--- config.mk ---
export PLATFORM = sky130hd
export DESIGN_NAME = si570_cfg_sequencer_flat
export DESIGN_NICKNAME = d
export VERILOG_FILES = /design/src/rtl/si570_cfg_sequencer_if.sv /design/src/rtl/si570_cfg_sequencer.sv /design/src/flat_wrapper.sv
export SDC_FILE = /design/constraint.sdc
export NUM_CORES = 1
export LEC_CHECK = 0
export CELL_PAD_IN_SITES_DETAIL_PLACEMENT = 1
export CELL_PAD_IN_SITES_GLOBAL_PLACEMENT = 1
export CORE_ASPECT_RATIO = 0.7
export CORE_MARGIN = 2
export CORE_UTILIZATION = 30
export DETAILED_ROUTE_END_ITERATION = 16
export PLACE_DENSITY_LB_ADDON = 0.12
export SETUP_SLACK_MARGIN = 0.3
export SYNTH_ARGS = -nofsm -noshare
export SYNTH_HDL_FRONTEND = slang
export SYNTH_SLANG_ARGS = --single-unit
--- constraint.sdc ---
create_clock -name i_clk -period 4.6 [get_ports i_clk]
set_input_delay 1.15 -clock i_clk [delete_from_list [all_inputs] [get_ports i_clk]]
set_output_delay 1.15 -clock i_clk [all_outputs]
set_load 0.005 [all_outputs]
--- src/rtl/si570_cfg_sequencer_if.sv ---
`default_nettype none
// ============================================================================
//  Module      : si570_cfg_sequencer_if
//  Description : Command (rv0) / read-response (rv1) channel pair between the
//                Si570 configuration sequencer and the i2c_master.
//  Signals     : rv0_valid/rv0_ready      command handshake
//                rv0_slave_address        7-bit I2C device address
//                rv0_reg_address          first register of the burst
//                rv0_burst_count          number of bytes minus one
//                rv0_rd_wrn               1 = read, 0 = write
//                rv0_wdata                byte k goes to reg_address+k
//                rv1_valid/rv1_ready      read-response handshake
//                rv1_rdata                read data, byte 0 in [7:0]
//  Modports    : master = sequencer side, slave = i2c_master side
//  Revision    : 1.0  initial release
// ============================================================================
interface si570_cfg_sequencer_if;
  logic        rv0_valid;
  logic        rv0_ready;
  logic [6:0]  rv0_slave_address;
  logic [7:0]  rv0_reg_address;
  logic [1:0]  rv0_burst_count;
  logic        rv0_rd_wrn;
  logic [31:0] rv0_wdata;
  logic        rv1_valid;
  logic        rv1_ready;
  logic [31:0] rv1_rdata;

  modport master (
    output rv0_valid, rv0_slave_address, rv0_reg_address, rv0_burst_count,
           rv0_rd_wrn, rv0_wdata, rv1_ready,
    input  rv0_ready, rv1_valid, rv1_rdata
  );

  modport slave (
    input  rv0_valid, rv0_slave_address, rv0_reg_address, rv0_burst_count,
           rv0_rd_wrn, rv0_wdata, rv1_ready,
    output rv0_ready, rv1_valid, rv1_rdata
  );
endinterface
`default_nettype wire

--- src/rtl/si570_cfg_sequencer.sv ---
`default_nettype none
// ============================================================================
//  Module      : si570_cfg_sequencer
//  Description : Runs a complete Si570 output-frequency change through the
//                i2c_master: freeze DCO, write regs 7..12 (HS_DIV/N1/RFREQ),
//                unfreeze, set NewFreq, then poll reg 135 until NewFreq
//                clears. Lives in the i2c_clk domain.
//  Ports       : i_clk, i_rst_n         clock, synchronous active-low reset
//                i_cfg_valid/o_cfg_ready new-frequency request handshake
//                i_cfg_hs_div/n1/rfreq   Si570 divider and RFREQ codes
//                o_busy                  high whenever not idle
//                o_done                  one-cycle success pulse
//                o_error                 sticky timeout / poll-overflow flag
//                io_rv                   rv0 command / rv1 response channels
//  Revision    : 1.0  initial release
// ============================================================================
module si570_cfg_sequencer #(
  parameter logic [6:0]  SLAVE_ADDRESS  = 7'h5D,
  parameter logic [7:0]  POLL_MAX       = 8'd255,
  parameter logic [15:0] TIMEOUT_CYCLES = 16'd65535
) (
  input  wire logic        i_clk,
  input  wire logic        i_rst_n,
  input  wire logic        i_cfg_valid,
  output logic             o_cfg_ready,
  input  wire logic [2:0]  i_cfg_hs_div,
  input  wire logic [6:0]  i_cfg_n1,
  input  wire logic [37:0] i_cfg_rfreq,
  output logic             o_busy,
  output logic             o_done,
  output logic             o_error,
  si570_cfg_sequencer_if.master io_rv
);

  typedef enum logic [3:0] {
    S_IDLE      = 4'd0,
    S_FREEZE    = 4'd1,
    S_WR_A      = 4'd2,
    S_WR_B      = 4'd3,
    S_UNFREEZE  = 4'd4,
    S_NEWFREQ   = 4'd5,
    S_POLL_RD   = 4'd6,
    S_POLL_WAIT = 4'd7,
    S_DONE      = 4'd8,
    S_ERROR     = 4'd9
  } state_t;

  state_t      r_state;
  // Packed register image: R7 in [7:0] up to R12 in [47:40].
  logic [47:0] r_regs;
  logic        r_rv0_valid;
  logic [7:0]  r_rv0_reg;
  logic [1:0]  r_rv0_burst;
  logic        r_rv0_rd;
  logic [31:0] r_rv0_wdata;
  logic        r_rv1_ready;
  logic        r_done;
  logic        r_error;
  logic [15:0] r_wait_cnt;
  logic [7:0]  r_poll_cnt;

  state_t      w_state_nxt;
  logic [47:0] w_regs_nxt;
  logic        w_rv0_valid_nxt;
  logic [7:0]  w_rv0_reg_nxt;
  logic [1:0]  w_rv0_burst_nxt;
  logic        w_rv0_rd_nxt;
  logic [31:0] w_rv0_wdata_nxt;
  logic        w_error_nxt;
  logic [15:0] w_wait_nxt;
  logic [7:0]  w_poll_nxt;
  logic        w_rv0_hs;
  logic        w_rv1_hs;
  logic        w_cmd_state;
  logic        w_waiting;
  logic [15:0] w_wait_inc;
  logic [7:0]  w_poll_inc;

  always_ff @(posedge i_clk) begin
    if (!i_rst_n) begin
      r_state     <= S_IDLE;
      r_regs      <= '0;
      r_rv0_valid <= 1'b0;
      r_rv0_reg   <= '0;
      r_rv0_burst <= '0;
      r_rv0_rd    <= 1'b0;
      r_rv0_wdata <= '0;
      r_rv1_ready <= 1'b0;
      r_done      <= 1'b0;
      r_error     <= 1'b0;
      r_wait_cnt  <= '0;
      r_poll_cnt  <= '0;
    end else begin
      r_state     <= w_state_nxt;
      r_regs      <= w_regs_nxt;
      r_rv0_valid <= w_rv0_valid_nxt;
      r_rv0_reg   <= w_rv0_reg_nxt;
      r_rv0_burst <= w_rv0_burst_nxt;
      r_rv0_rd    <= w_rv0_rd_nxt;
      r_rv0_wdata <= w_rv0_wdata_nxt;
      r_rv1_ready <= (w_state_nxt == S_POLL_WAIT);
      r_done      <= (w_state_nxt == S_DONE);
      r_error     <= w_error_nxt;
      r_wait_cnt  <= w_wait_nxt;
      r_poll_cnt  <= w_poll_nxt;
    end
  end

  always_comb begin
    w_state_nxt     = r_state;
    w_regs_nxt      = r_regs;
    w_error_nxt     = r_error;
    w_wait_nxt      = r_wait_cnt;
    w_poll_nxt      = r_poll_cnt;
    w_rv0_valid_nxt = 1'b0;
    w_rv0_reg_nxt   = 8'd0;
    w_rv0_burst_nxt = 2'd0;
    w_rv0_rd_nxt    = 1'b0;
    w_rv0_wdata_nxt = 32'd0;

    w_rv0_hs    = r_rv0_valid && io_rv.rv0_ready;
    w_rv1_hs    = r_rv1_ready && io_rv.rv1_valid;
    w_cmd_state = (r_state == S_FREEZE)   || (r_state == S_WR_A)    ||
                  (r_state == S_WR_B)     || (r_state == S_UNFREEZE) ||
                  (r_state == S_NEWFREQ)  || (r_state == S_POLL_RD);
    w_waiting   = w_cmd_state || (r_state == S_POLL_WAIT);
    w_wait_inc  = r_wait_cnt + 16'd1;
    w_poll_inc  = r_poll_cnt + 8'd1;

    case (r_state)
      S_IDLE: begin
        if (i_cfg_valid) begin
          w_regs_nxt  = {i_cfg_rfreq[7:0], i_cfg_rfreq[15:8],
                         i_cfg_rfreq[23:16], i_cfg_rfreq[31:24],
                         i_cfg_n1[1:0], i_cfg_rfreq[37:32],
                         i_cfg_hs_div, i_cfg_n1[6:2]};
          w_error_nxt = 1'b0;
          w_poll_nxt  = 8'd0;
          w_state_nxt = S_FREEZE;
        end
      end
      S_FREEZE:   if (w_rv0_hs) w_state_nxt = S_WR_A;
      S_WR_A:     if (w_rv0_hs) w_state_nxt = S_WR_B;
      S_WR_B:     if (w_rv0_hs) w_state_nxt = S_UNFREEZE;
      S_UNFREEZE: if (w_rv0_hs) w_state_nxt = S_NEWFREQ;
      S_NEWFREQ:  if (w_rv0_hs) w_state_nxt = S_POLL_RD;
      S_POLL_RD:  if (w_rv0_hs) w_state_nxt = S_POLL_WAIT;
      S_POLL_WAIT: begin
        if (w_rv1_hs) begin
          if (!io_rv.rv1_rdata[6]) begin
            w_state_nxt = S_DONE;
          end else if (w_poll_inc == POLL_MAX) begin
            w_state_nxt = S_ERROR;
          end else begin
            w_poll_nxt  = w_poll_inc;
            w_state_nxt = S_POLL_RD;
          end
        end
      end
      S_DONE:  w_state_nxt = S_IDLE;
      S_ERROR: w_state_nxt = S_IDLE;
      default: w_state_nxt = S_IDLE;
    endcase

    // A handshake that lands on the timeout cycle wins over the timeout.
    if (w_waiting && (w_state_nxt == r_state)) begin
      if (w_wait_inc == TIMEOUT_CYCLES) begin
        w_state_nxt = S_ERROR;
      end else begin
        w_wait_nxt = w_wait_inc;
      end
    end
    if (w_state_nxt != r_state) begin
      w_wait_nxt = 16'd0;
    end
    if (w_state_nxt == S_ERROR) begin
      w_error_nxt = 1'b1;
    end

    // Valid is low on the entry cycle of each command state and high for
    // every following cycle spent there, so it never depends on ready.
    w_rv0_valid_nxt = w_cmd_state && (w_state_nxt == r_state);

    // Payload tracks the state being entered, so it is already settled the
    // cycle before valid rises and stays constant while waiting.
    case (w_state_nxt)
      S_FREEZE: begin
        w_rv0_reg_nxt   = 8'd137;
        w_rv0_wdata_nxt = 32'h0000_0010;
      end
      S_WR_A: begin
        w_rv0_reg_nxt   = 8'd7;
        w_rv0_burst_nxt = 2'd3;
        w_rv0_wdata_nxt = w_regs_nxt[31:0];
      end
      S_WR_B: begin
        w_rv0_reg_nxt   = 8'd11;
        w_rv0_burst_nxt = 2'd1;
        w_rv0_wdata_nxt = {16'd0, w_regs_nxt[47:32]};
      end
      S_UNFREEZE: begin
        w_rv0_reg_nxt   = 8'd137;
      end
      S_NEWFREQ: begin
        w_rv0_reg_nxt   = 8'd135;
        w_rv0_wdata_nxt = 32'h0000_0040;
      end
      S_POLL_RD: begin
        w_rv0_reg_nxt   = 8'd135;
        w_rv0_rd_nxt    = 1'b1;
      end
      default: begin
        w_rv0_reg_nxt   = 8'd0;
      end
    endcase
  end

  assign o_cfg_ready             = (r_state == S_IDLE);
  assign o_busy                  = (r_state != S_IDLE);
  assign o_done                  = r_done;
  assign o_error                 = r_error;
  assign io_rv.rv0_valid         = r_rv0_valid;
  assign io_rv.rv0_slave_address = SLAVE_ADDRESS;
  assign io_rv.rv0_reg_address   = r_rv0_reg;
  assign io_rv.rv0_burst_count   = r_rv0_burst;
  assign io_rv.rv0_rd_wrn        = r_rv0_rd;
  assign io_rv.rv0_wdata         = r_rv0_wdata;
  assign io_rv.rv1_ready         = r_rv1_ready;

endmodule
`default_nettype wire

--- src/flat_wrapper.sv ---
// flat-port wrapper written by rule: the top's interface ports become plain ports
module si570_cfg_sequencer_flat 
#(
  parameter logic [6:0]  SLAVE_ADDRESS  = 7'h5D,
  parameter logic [7:0]  POLL_MAX       = 8'd255,
  parameter logic [15:0] TIMEOUT_CYCLES = 16'd65535
)
  (i_clk, i_rst_n, i_cfg_valid, o_cfg_ready, i_cfg_hs_div, i_cfg_n1, i_cfg_rfreq, o_busy, o_done, o_error, io_rv_rv0_valid, io_rv_rv0_slave_address, io_rv_rv0_reg_address, io_rv_rv0_burst_count, io_rv_rv0_rd_wrn, io_rv_rv0_wdata, io_rv_rv1_ready, io_rv_rv0_ready, io_rv_rv1_valid, io_rv_rv1_rdata);
  si570_cfg_sequencer_if io_rv_i ();
  input  wire logic i_clk;
  input  wire logic i_rst_n;
  input  wire logic i_cfg_valid;
  output logic o_cfg_ready;
  input  wire logic [2:0] i_cfg_hs_div;
  input  wire logic [6:0] i_cfg_n1;
  input  wire logic [37:0] i_cfg_rfreq;
  output logic o_busy;
  output logic o_done;
  output logic o_error;
  output wire logic [$bits(io_rv_i.rv0_valid)-1:0] io_rv_rv0_valid;
  output wire logic [$bits(io_rv_i.rv0_slave_address)-1:0] io_rv_rv0_slave_address;
  output wire logic [$bits(io_rv_i.rv0_reg_address)-1:0] io_rv_rv0_reg_address;
  output wire logic [$bits(io_rv_i.rv0_burst_count)-1:0] io_rv_rv0_burst_count;
  output wire logic [$bits(io_rv_i.rv0_rd_wrn)-1:0] io_rv_rv0_rd_wrn;
  output wire logic [$bits(io_rv_i.rv0_wdata)-1:0] io_rv_rv0_wdata;
  output wire logic [$bits(io_rv_i.rv1_ready)-1:0] io_rv_rv1_ready;
  input wire logic [$bits(io_rv_i.rv0_ready)-1:0] io_rv_rv0_ready;
  input wire logic [$bits(io_rv_i.rv1_valid)-1:0] io_rv_rv1_valid;
  input wire logic [$bits(io_rv_i.rv1_rdata)-1:0] io_rv_rv1_rdata;
  assign io_rv_rv0_valid = io_rv_i.rv0_valid;
  assign io_rv_rv0_slave_address = io_rv_i.rv0_slave_address;
  assign io_rv_rv0_reg_address = io_rv_i.rv0_reg_address;
  assign io_rv_rv0_burst_count = io_rv_i.rv0_burst_count;
  assign io_rv_rv0_rd_wrn = io_rv_i.rv0_rd_wrn;
  assign io_rv_rv0_wdata = io_rv_i.rv0_wdata;
  assign io_rv_rv1_ready = io_rv_i.rv1_ready;
  assign io_rv_i.rv0_ready = io_rv_rv0_ready;
  assign io_rv_i.rv1_valid = io_rv_rv1_valid;
  assign io_rv_i.rv1_rdata = io_rv_rv1_rdata;
  si570_cfg_sequencer #(.SLAVE_ADDRESS(SLAVE_ADDRESS), .POLL_MAX(POLL_MAX), .TIMEOUT_CYCLES(TIMEOUT_CYCLES)) u_core (.i_clk(i_clk), .i_rst_n(i_rst_n), .i_cfg_valid(i_cfg_valid), .o_cfg_ready(o_cfg_ready), .i_cfg_hs_div(i_cfg_hs_div), .i_cfg_n1(i_cfg_n1), .i_cfg_rfreq(i_cfg_rfreq), .o_busy(o_busy), .o_done(o_done), .o_error(o_error), .io_rv(io_rv_i));
endmodule
**Word level (Yosys, flattened, before mapping)**

Cells that the tools add are included.

- Flip-flop bits (word level): 123
- Latch bits: 0
- Bits in writable memories: 0
- Memory bits (read-only): 0
- Output and inout bits: 56
- Logic and storage cells: 89
- Memories kept: 0

- $add $sub $neg: 2
- Multiply operators: 0
- Div/mod/pow operators: 0
- $lt $le $gt $ge: 0
- Eq/ne operators: 25
- Shift-type cells: 0
- Muxes and demuxes: 27
- Bitwise gates (word level): 2
- Reductions and logical operators: 21

Operators by type and width:

| operator | number |
|---|---|
| 32-bit one-hot mux with 4 select lines | 1 |
| 48-bit two-way mux | 2 |
| 4-bit two-way mux | 12 |
| 4-bit by 3-bit == test with 1-bit output, second input constant | 8 |
| 8-bit two-way mux | 4 |
| 4-bit one-hot mux with 8 select lines | 1 |
| 8-bit one-hot mux with 4 select lines | 1 |
| 16-bit by 1-bit adder with 16-bit output, second input constant | 1 |
| 16-bit == test, second input constant | 1 |
| 4-bit by 2-bit == test with 1-bit output, second input constant | 4 |
| 8-bit one-hot mux with 2 select lines | 1 |
| 8-bit by 1-bit adder with 8-bit output, second input constant | 1 |
| 4-bit by 1-bit == test with 1-bit output, second input constant | 2 |
| 4-bit == test | 2 |
| 4-bit == test, second input constant | 2 |
| 8-bit == test, second input constant | 1 |
| 1-bit logical OR | 6 |
| 2-bit != test, second input constant | 3 |
| 2-bit nonzero test | 3 |
| 2-bit OR reduction | 3 |
| 5-bit AND reduction | 1 |
| 1-bit logical AND | 4 |
| 4-bit logical NOT | 1 |
| 1-bit two-way mux | 4 |
| 6 further kinds | 8 |

**Logic depth before layout (Yosys ltp)**

- Word-level depth: 12
- Gate-level depth with buffers: 12

**Worst setup path after synthesis**

Ideal clock, no wire load.

- Path kind: input -> register
- Start: input port i_cfg_valid
- End: register u_core.r_wait_cnt[0]
- Library setup time: 0.117 ns
- Arrival time: 3.070 ns
- Data required time: 4.483 ns
- Slack: 1.413 ns
- Stages: 10
- Cells stage by stage: clkbuf_1 -> nor3_1 -> o21a_1 -> a2111oi_1 -> a311o_2 -> buf_6 -> nand3_2 -> nand3_1 -> buf_2 -> nor2_1

- Cells in the longest elaborated chain, start to end: 7

RTL lines:

| what | RTL line | RTL |
|---|---|---|
| from (decl) | flat_wrapper.sv:12 | `input wire logic i_cfg_valid;` |
| 4-bit two-way mux * | si570_cfg_sequencer.sv:132 | `if (i_cfg_valid) begin` |
| 4-bit one-hot mux with 8 select lines * | si570_cfg_sequencer.sv:130 | `case (r_state)` |
| 4-bit == test | si570_cfg_sequencer.sv:166 | `if (w_waiting && (w_state_nxt == r_state)) begin` |
| 1-bit logical AND | si570_cfg_sequencer.sv:166 |  |
| 4-bit two-way mux | si570_cfg_sequencer.sv:166 |  |
| 4-bit != test | si570_cfg_sequencer.sv:173 | `if (w_state_nxt != r_state) begin` |
| 2-bit OR reduction (no line) | n/a |  |
| to (signal assigned) | si570_cfg_sequencer.sv:104 | `r_wait_cnt <= w_wait_nxt;` |
| to (decl) | si570_cfg_sequencer.sv:59 | `logic [15:0] r_wait_cnt;` |

Every way passes the cells marked *; elsewhere a longest branch is shown, timed or not.
A chain may end at the register's enable or synchronous reset.

**Final worst setup path**

- Start: input port io_rv_rv0_ready
- End: register u_core.r_rv0_wdata[13] (netlist: u_core.io_rv.rv0_wdata[13])

- Cells in the longest elaborated chain, start to end: 8

RTL lines:

| what | RTL line | RTL |
|---|---|---|
| from (decl) | flat_wrapper.sv:27 | `input wire logic [$bits(io_rv_i.rv0_ready)-1:0] io_rv_rv0_ready;` |
| 1-bit logical AND * | si570_cfg_sequencer.sv:121 | `w_rv0_hs = r_rv0_valid && io_rv.rv0_ready;` |
| 4-bit two-way mux, or another cell as far along | si570_cfg_sequencer.sv:147 | `S_POLL_RD: if (w_rv0_hs) w_state_nxt = S_POLL_WAIT;` |
| 4-bit one-hot mux with 8 select lines * | si570_cfg_sequencer.sv:130 |  |
| 4-bit == test | si570_cfg_sequencer.sv:166 |  |
| 1-bit logical AND | si570_cfg_sequencer.sv:166 |  |
| 4-bit two-way mux * | si570_cfg_sequencer.sv:166 |  |
| 4-bit by 3-bit == test with 1-bit output, or another cell as far along | si570_cfg_sequencer.sv:186 | `case (w_state_nxt)` |
| 32-bit one-hot mux with 4 select lines * | si570_cfg_sequencer.sv:186 |  |
| to (signal assigned) | si570_cfg_sequencer.sv:100 | `r_rv0_wdata <= w_rv0_wdata_nxt;` |
| to (decl) | si570_cfg_sequencer.sv:55 | `logic [31:0] r_rv0_wdata;` |

Marks and branches as above.

==> flow_summary.json <==
{
  "row_count": 41,
  "die_w_um": 166,
  "cts_tree": "built",
  "r2r_start": "u_core.r_poll_cnt[1]",
  "synth_seq_cells": 120,
  "synth_area_leaders": "dfxtp_1 44%, nand3_1 4.1%, nand2_1 3.7%, a21oi_1 3.3%, mux2i_1 3.3%",
  "vias_per_cell": 4.97,
  "ios": 141,
  "synth-main-ff-cell": "dfxtp_1",
  "synth_top_family_by_area": "simple AND/OR/NAND/NOR gates",
  "grt_first_pass_wirelength_um": 26600,
  "fin_setup_tns_ns": 0,
  "grt_overflow_total": 0,
  "n_antenna_cell": 0,
  "switching_share_pct": 23.8,
  "drc_errors": 0,
  "clockBufferDepth": 2,
  "ys_seq_area_share_pct": 43.8,
  "synth-xor-area-share_pct": 1.44,
  "synth-async-reset-ratio_pct": 0,
  "final_nets": 791,
  "ctsResizeCount": 0,
  "reg2reg_depth": 9,
  "drive_above_1_share_pct": 11.9,
  "die_height_um": 117,
  "setup_violations": 0,
  "critPathMaxStageDelay_ns": 0.72,
  "insertion_delay_ns": 0.42,
  "cts_buffers": 17,
  "synth_edf_count": 0,
  "cpLargestDelayFamily": "compound AO/OA/AOI/OAI gates",
  "grt_usage_pct": 17.4,
  "slew_violations": 0,
  "syn_inst": 614,
  "core_um2": 18000,
  "synthesis.area_um2": 5490,
  "worst_setup_path_start_kind": "input pin",
  "antenna_found_initial": 0,
  "hold_viol": 0,
  "dp_hpwl_um": 11200,
  "r2r-end": "u_core.io_rv.rv0_wdata[13]",
  "endpoint": "u_core.io_rv.rv0_wdata[13]",
  "pwr-share-seq_pct": 39.1,
  "period_needed_ns": 3.72,
  "p_clk_share_pct": 52.0,
  "place_inst": 919,
  "clkTransAtPathRegs_ns": 0.06,
  "critPathBufInv": 3,
  "power.switching_w": 0.000663,
  "yosys.area_share.simple_pct": 27.3,
  "synthAdderAreaFrac_pct": 0.912,
  "maxSlewHeadroom_pct": 46.0,
  "slowest_stage": "and2_1",
  "synth_compound_area_share_pct": 14.5,
  "power_leakage_nw": 2.70,
  "hold_depth": 2,
  "use_met2_pct": 27.4,
  "worstMarginPinSlew_ns": 0.808,
  "wirelength_um": 16200,
  "cts.sinks": 120,
  "cts_hold_repair.buffers": 0,
  "rsz0062_at_grt": "no",
  "status": "complete, no violations",
  "routedWlPerCell_um": 17.0,
  "path_class": "input pin to register",
  "initial_core_util_pct": 30.6,
  "grt_use_met1_pct": 23.0,
  "grt_busiest_layer": "met2",
  "critPathRequiredTime_ns": 4.93,
  "postRouteAntennaNets": 0,
  "internal_power_w": 0.00212,
  "max-vdd-ir-drop_uv": 212,
  "cp_max_fo": 19,
  "hold_path_class": "register to register",
  "crit_chain": "clkdlybuf4s50_1, a21boi_0, o21a_1, a2111oi_1, buf_4, a31oi_1, and2_1, buf_12, nand3_1, a21oi_1",
  "power.density_nw_per_um2": 383,
  "use_met3_pct": 4.57,
  "r2r_slack_ns": 1.30,
  "htreeDepth": 4,
  "stdcell_count": 951,
  "cp.depth": 10,
  "gp_congestion": 0.798,
  "critical_path.startpoint": "io_rv_rv0_ready",
  "synth_cell_types": 68,
  "clockRootBuffer": "clkbuf_16",
  "dr.first_iter.drc_count": 144,
  "cts_setup_buffers": 0,
  "port_buffers": 99,
  "vias": 4731,
  "maxCapViolCount": 0,
  "grt_pass1_vias": 4994,
  "cp-end-kind": "register",
  "dr.pass1.iters": 6,
  "synth_top_area_share_pct": 43.8,
  "die-area_um2": 19400,
  "grt_max_degree": 35,
  "yosysWarnings": 0,
  "cp.arrival_ns": 4.06,
  "fin_skew_ns": 0.0114,
  "fin_crit_sh_pct": 80.9,
  "pre_cts_ws_ns": 0.402,
  "yosysTopAreaCell": "dfxtp_1",
  "fmax_ghz": 0.269,
  "synth_mux_area_share_pct": 6.57,
  "synth_area_per_cell_um2": 8.94,
  "fin_util_pct": 40.5,
  "area_growth_pct": 32.5,
  "combPwrFrac_pct": 8.9,
  "layout_setup_ws_ns": 0.877
}
==> Yosys cell counts, types with 4 or more instances <==
cell type,n
a21boi_0,23
a21oi_1,36
a31oi_1,5
and2_1,23
and3_1,25
buf_2,10
buf_4,12
clkbuf_1,22
dfxtp_1,120
ha_1,4
inv_1,7
mux2_2,16
mux2i_1,18
nand2_1,54
nand3_1,45
nand3_2,4
nand4_1,9
nor2_1,30
nor2b_1,20
nor3_1,20
o21a_1,4
o21ai_0,16
or2_2,5
or3_1,11
xor2_1,7
==> tightest hold or removal path, delay by kind of cell (launching register included) <==
| family | cells | cell delay (ns) |
|---|---|---|
| and+or+nand+nor | 1 | 0.04 |
| DFF | 1 | 0.29 |
| AOI/OAI and AO/OA | 1 | 0.09 |
==> power groups by stage <==
stage | Sequential, W | Combinational [W] | Clock (W)
after floorplan | 0.00110 | 0.000149 | 0
after global placement | 0.00111 | 0.000245 | 0
after detailed placement | 0.00111 | 0.000250 | 0
after CTS | 0.00109 | 0.000252 | 0.00148
after global routing | 0.00109 | 0.000275 | 0.00152
final | 0.00109 | 0.000248 | 0.00145
==> per-layer routing <==
| layer | vias up | wire length (um) |
|---|---|---|
| li1 | 2330 | - |
| met1 | 2292 | 8120 |
| met2 | 90 | 7100 |
| met3 | 19 | 727 |
| met4 | 0 | 218 |
| met5 | - | 0 |
==> how the worst min path moves through the flow <==
stage / startpoint / slack [ns] / end
after global routing: u_core.r_regs[31] / 0.50 / u_core.r_regs[31]
after detailed placement: u_core.r_regs[30] / 0.47 / u_core.r_regs[30]
final: u_core.r_regs[30] / 0.48 / u_core.r_regs[30]
after CTS: u_core.r_regs[30] / 0.48 / u_core.r_regs[30]
after global placement: u_core.r_regs[21] / 0.45 / u_core.r_regs[21]
after floorplan: u_core.r_regs[16] / 0.45 / u_core.r_regs[16]
==> state kept, by name (all words and copies together) (netlist names) <==
register	cells
u_core.io_rv.rv0_reg_address	5
u_core.r_poll_cnt	8
u_core.io_rv.rv0_wdata	32
u_core.io_rv.rv0_valid	1
u_core.io_rv.rv0_rd_wrn	1
u_core.io_rv.rv1_ready	1
u_core.r_wait_cnt	16
u_core.io_rv.rv0_burst_count	2
u_core.o_done	1
u_core.r_regs	48
u_core.o_error	1
u_core.r_state	4
==> per-stage QoR <==
stage                     area, um^2  power, W  hold WS, ns
after floorplan                 5520   0.00125        0.446
after global placement          6640   0.00135        0.454
after detailed placement        6640   0.00136        0.468
after CTS                       7270   0.00282        0.476
after global routing            7270   0.00289        0.496
final                           7270   0.00278        0.477
==> cell usage in the layout (no fill, tap or decap), drive strengths merged, types with 18 or more instances in the layout <==
cell             n
a21boi          25
a21oi           37
and2            24
and3            25
clkbuf          18
clkdlybuf4s50   98
dfxtp          120
mux2i           18
nand2           54
nand3           49
nor2            30
nor2b           20
nor3            21
o21ai           18
==> logic make-up after synthesis <==
kind of cell	Yosys count
simple gates	272
flops	120
compound gates	116
buf+inv	57
mux	34
xor+xnor	9
fa+ha+maj	4
other cells	2
==> final cells by class <==
class	count	area, um^2
tap	236	295
clock inverter	14	196
multi-input combinational	445	2820
sequential	120	2400
fill	2055	10700
timing repair buffer	111	1090
clock buffer	18	439
inverter	7	26.3
No activity file was read; power rests on OpenSTA's default activity.
